[config.mk]
export PLATFORM = sky130hd
export DESIGN_NAME = teleport_correction_sequencer
export DESIGN_NICKNAME = d
export VERILOG_FILES = /design/src/rtl/teleport_pkg.sv /design/src/rtl/teleport_correction_sequencer_ack_timer.sv /design/src/rtl/teleport_correction_sequencer.sv
export SDC_FILE = /design/constraint.sdc
export NUM_CORES = 1
export LEC_CHECK = 0
export CAP_MARGIN = 30
export CELL_PAD_IN_SITES_DETAIL_PLACEMENT = 0
export CELL_PAD_IN_SITES_GLOBAL_PLACEMENT = 1
export CORE_ASPECT_RATIO = 0.5
export CORE_MARGIN = 8
export CORE_UTILIZATION = 37
export CTS_CLUSTER_SIZE = 24
export DETAILED_ROUTE_END_ITERATION = 8
export GPL_TIMING_DRIVEN = 0
export PLACE_DENSITY_LB_ADDON = 0.08
export SYNTH_ARGS = -nofsm -noshare
export SYNTH_HDL_FRONTEND = slang
export SYNTH_HIERARCHICAL = 1
export SYNTH_SLANG_ARGS = --single-unit
[constraint.sdc]
create_clock -name clk -period 2.35 [get_ports clk]
set_clock_uncertainty 0.15 [all_clocks]
set_input_delay 0.47 -clock clk [delete_from_list [all_inputs] [get_ports clk]]
set_output_delay 0.47 -clock clk [all_outputs]
set_load 0.05 [all_outputs]
[src/rtl/teleport_pkg.sv]
// Shared types and constants for the teleportation correction sequencer.
package teleport_pkg;

   typedef enum logic [2:0] {
      IDLE,
      APPLY_X,
      APPLY_Z,
      DONE,
      ERR
   } state_t;

   localparam logic [1:0] OP_NONE = 2'b00;
   localparam logic [1:0] OP_X    = 2'b01;
   localparam logic [1:0] OP_Z    = 2'b10;

   localparam int FRAME_X = 0;
   localparam int FRAME_Z = 1;

endpackage

[src/rtl/teleport_correction_sequencer_ack_timer.sv]
// Ack watchdog: counts cycles spent waiting for a gate acknowledge.
module ack_timer #(
   parameter int ACK_TIMEOUT = 15
) (
   input  logic clk,
   input  logic rst,
   input  logic clear,
   input  logic enable,
   output logic expired
);

   localparam int W = $clog2(ACK_TIMEOUT + 1);
   localparam logic [W-1:0] LIMIT = W'(ACK_TIMEOUT);
   localparam logic [W-1:0] LAST  = W'(ACK_TIMEOUT - 1);

   logic [W-1:0] count;

   always_ff @(posedge clk or posedge rst) begin
      if (rst) begin
         count <= '0;
      end else if (clear) begin
         count <= '0;
      end else if (enable && count != LIMIT) begin
         count <= count + 1'b1;
      end
   end

   // High in the last waiting cycle: an unacked edge here reaches the limit.
   assign expired = enable && (count == LAST);

endmodule

[src/rtl/teleport_correction_sequencer.sv]
// Issues Bob's X then Z corrections for one teleportation round.
module teleport_correction_sequencer
   import teleport_pkg::*;
#(
   parameter int ACK_TIMEOUT = 15,
   parameter int ROUND_W     = 8
) (
   input  logic               clk,
   input  logic               rst_n,
   input  logic               meas_valid,
   input  logic [1:0]         meas_bits,
   output logic               meas_ready,
   output logic               corr_valid,
   output logic [1:0]         corr_op,
   input  logic               corr_ack,
   output logic               done,
   output logic [1:0]         bob_frame,
   output logic [ROUND_W-1:0] round_count,
   output logic               error,
   input  logic               err_clr
);

   state_t state;
   state_t next_state;
   logic   z_pend;
   logic   timer_clear;
   logic   timer_en;
   logic   expired;

   // rst_n is active-high despite its name.
   always_ff @(posedge clk or posedge rst_n) begin
      if (rst_n) begin
         state       <= IDLE;
         z_pend      <= 1'b0;
         bob_frame   <= 2'b00;
         round_count <= '0;
      end else begin
         state <= next_state;
         if (state == IDLE && meas_valid) begin
            z_pend <= meas_bits[FRAME_Z];
         end
         if (state == APPLY_X && corr_ack) begin
            bob_frame[FRAME_X] <= ~bob_frame[FRAME_X];
         end
         if (state == APPLY_Z && corr_ack) begin
            bob_frame[FRAME_Z] <= ~bob_frame[FRAME_Z];
         end
         if (state == DONE) begin
            round_count <= round_count + 1'b1;
         end
      end
   end

   always_comb begin
      next_state = state;
      meas_ready = 1'b0;
      corr_valid = 1'b0;
      corr_op    = OP_NONE;
      done       = 1'b0;
      error      = 1'b0;
      unique case (state)
         IDLE: begin
            meas_ready = 1'b1;
            if (meas_valid) begin
               if (meas_bits[FRAME_X]) begin
                  next_state = APPLY_X;
               end else if (meas_bits[FRAME_Z]) begin
                  next_state = APPLY_Z;
               end else begin
                  next_state = DONE;
               end
            end
         end
         APPLY_X: begin
            corr_valid = 1'b1;
            corr_op    = OP_X;
            if (corr_ack) begin
               next_state = z_pend ? APPLY_Z : DONE;
            end else if (expired) begin
               next_state = ERR;
            end
         end
         APPLY_Z: begin
            corr_valid = 1'b1;
            corr_op    = OP_Z;
            if (corr_ack) begin
               next_state = DONE;
            end else if (expired) begin
               next_state = ERR;
            end
         end
         DONE: begin
            done       = 1'b1;
            next_state = IDLE;
         end
         ERR: begin
            error = 1'b1;
            if (err_clr) begin
               next_state = IDLE;
            end
         end
         default: next_state = IDLE;
      endcase
   end

   // An ack restarts the timer so the following gate gets a full window.
   assign timer_clear = !corr_valid || corr_ack;
   assign timer_en    = corr_valid && !corr_ack;

   ack_timer #(
      .ACK_TIMEOUT(ACK_TIMEOUT)
   ) u_ack_timer (
      .clk    (clk),
      .rst    (rst_n),
      .clear  (timer_clear),
      .enable (timer_en),
      .expired(expired)
   );

endmodule
==> summary.md <==
| Metric | Value |
|---|---|
| Peak VDD IR | 562 uV |
| Wire per inst | 13.8 microns |
| Synth cell types | 37 |
| Iteration-0 DRC Markers | 15 |
| GP Congestion | 0.781 |
| Max Fanout on Critical Path | 10 |
| Insertion delay to the later sink of the worst-skew pair | 0.26 ns |
| Via count of the routed design | 763 |
| Drt drc | 0 |
| Post-Place Worst Slack | -0.138 ns |
| Number of diodes | 0 |
| Max-Cap Viols | 0 |
| Outcome | completed |
| Slew HR | 62.9% |
| Via/cell ratio | 4.86 |
| Slew Viols, Final | 0 |
| Core area | 0.00259 sq mm |
| CTS tree | done |
| DP Area | 0.00129 sq mm |
| Fillers | 231 |
| Required time of the critical path | 1.73 ns |
| Syn Nets | 104 |
| Worst Hold Slack | 0.266 ns |
| Crit path DAT | 1.70 ns |
| Total Wirelength | 2170 microns |
| Syn_area_per_cell | 10.7 sq um |
| DP HPWL | 1700 microns |
| Number of cell rows | 13 |
| Post-CTS Resized | 10 |
| Total GRT Usage | 9.73% |
| Chip width | 89.8 microns |
| Post-route design area | 0.00135 sq mm |
| Clk slew on worst S/H paths | 0.07 ns |
| CTS Root Cell | clkbuf_8 |
| Pin count of the biggest net entering global routing | 15 |
| First-pass GRT wire length | 3670 microns |
| Vias in the first global route | 773 |
| Final hold violation count | 0 |
| Worst Hold Class | in -> async |
| P per Cell Area | 1380 mW/mm^2 |
| YS warnings | 6 |
| Slew at the pin closest to its max-slew limit | 0.556 ns |
| Register area share after synthesis | 44.7% |
| First-pass DRT Iterations | 2 |
| Leak | 0.568 nW |
| Layout cells sized above 1 | 20.0% |
| # H-tree levels | 1 |
| CTS Hold Bufs | 0 |
| Ports | 23 |
| Clock Path Buffers | 2 |
| Die Y | 52.9 microns |
| Synthesized cell area | 0.00101 sq mm |
| I/O Buffers | 22 |
| Crit path kind | reg -> out |
| Most common cell after layout, fill and taps aside | dfrtp_1 |
| Tot Pwr | 1.86 mW |
| DIE AREA | 0.00475 sq mm |
| Setup bufs post-CTS | 0 |
| Grt ovf | 0 |
| Synth-to-layout area growth | 33.8% |
| Final worst-path cycle share | 98.6% |
| Total CTS buffers | 3 |
| Final ANT Viol Nets | 0 |
| Syn Inst Count | 94 |
| Unrepaired setup endpoints after global routing | yes |
| Setup-failing EPs final | 0 |
| Max Freq | 0.431 GHz |
| Final-stage net count | 131 |
| Initial antenna violation count | 0 |
| Crit end category | primary output |
| Post-route setup slack | 0.0320 ns |
| Starting Density | 38.9% |
| Minimum clock period | 2.32 ns |
| Startpoint types | flop |
| Total clock sinks | 18 |
| Commonest non-fill, non-tap cells in the layout | 18 x dfrtp_1, 16 x clkdlybuf4s50_1, 8 x xnor2_1 |
| Yosys reg bits | 18 |
==> flip-flops by register name (all words and copies together), names as in the netlist <==
register	cells
round_count	8
u_ack_timer/count	4
state	3
bob_frame	2
z_pend	1
==> critical path, cell delays in order (launching register included) <==
cell and delay (ns):
dfrtp_1 0.43, buf_6 0.17, nor3b_4 0.30, clkdlybuf4s15_1 0.55
==> layer usage <==
layer	share of wire (%)	vias up	GRT usage, %
li1	-	379	-
met1	40	371	9.97
met2	54	10	18.8
met3	5.6	3	4.23
met4	0.51	0	1.66
met5	0	-	0
==> power by group <==
| group | switching, mW | internal, mW | leakage (nW) |
|---|---|---|---|
| sequential | 0.102 | 0.408 | 0.231 |
| combinational | 0.688 | 0.406 | 0.308 |
| clock | 0.110 | 0.149 | 0.0288 |
==> layout make-up <==
class                           count  area [sq um]  share of cell area, %
Clock buffer                        4          55.1                   4.09
Multi-Input combinational cell     65           523                   38.8
Buffer                              4          32.5                   2.41
Timing Repair Buffer               22           214                   15.9
Tap cell                           37          46.3                   3.44
Sequential cell                    18           450                   33.4
Inverter                            7          26.3                   1.95
==> stage by stage <==
stage / utilization, % / TNS, ns / std cells
2_1_floorplan: - / -0.0119 / 94
3_3_place_gp: 49.8 / -0.314 / 153
3_5_place_dp: 49.8 / -0.350 / 153
4_1_cts: 51.9 / 0 / 157
5_1_grt: 52.1 / -0.0463 / 157
6_report: 52.1 / 0 / 157
==> logic make-up after synthesis <==
logic type               count (synthesis)  share of synthesized area [%]
flip-flops                              18                           44.7
multiplexers                             2                           2.61
XOR/XNOR                                 9                           7.83
buffers and inverters                   11                           5.84
AO/OA/AOI/OAI                           13                           8.82
AND/OR/NAND/NOR                         38                           26.5
adder cells (fa/ha/maj)                  3                           3.73
==> synthesized netlist by cell type (all sizes together) <==
library cell   n  area share, %
and2           3            2.1
mux2           2            2.6
a211o          1           0.87
ha             3            3.7
nor3b          4            4.6
nand4bb        1            1.1
a211oi         3            2.7
nand4          4            2.5
and4b          2            2.4
o21ai          4            2.0
nand2b         1           0.62
a22oi          1           0.75
nand2          7            2.6
nor2           3            1.1
and4           1           0.99
and3           1           0.62
nand3          3            2.0
xnor2          8            7.0
inv            7            2.6
dfrtp         18             45
o311a          1           0.99
and3b          1           0.87
a21oi          3            1.5
xor2           1           0.87
nor2b          3            1.9
nor3           4            3.1
buf            4            3.2
==> final timing paths <==
check / start / end / slack, ns / depth (start not counted)
max: state[1] / corr_op[0] / 0.03 / 3
min: rst_n / u_ack_timer/count[2] / 0.27 / 2
max reg2reg: state[0] / state[0] / 0.15 / 8
min reg2reg: round_count[7] / round_count[7] / 0.32 / 1
max in group asynchronous: rst_n / round_count[4] / 1.25 / 2
min in group clk: round_count[7] / round_count[7] / 0.32 / 1
Power figures use the tool's default switching activity.
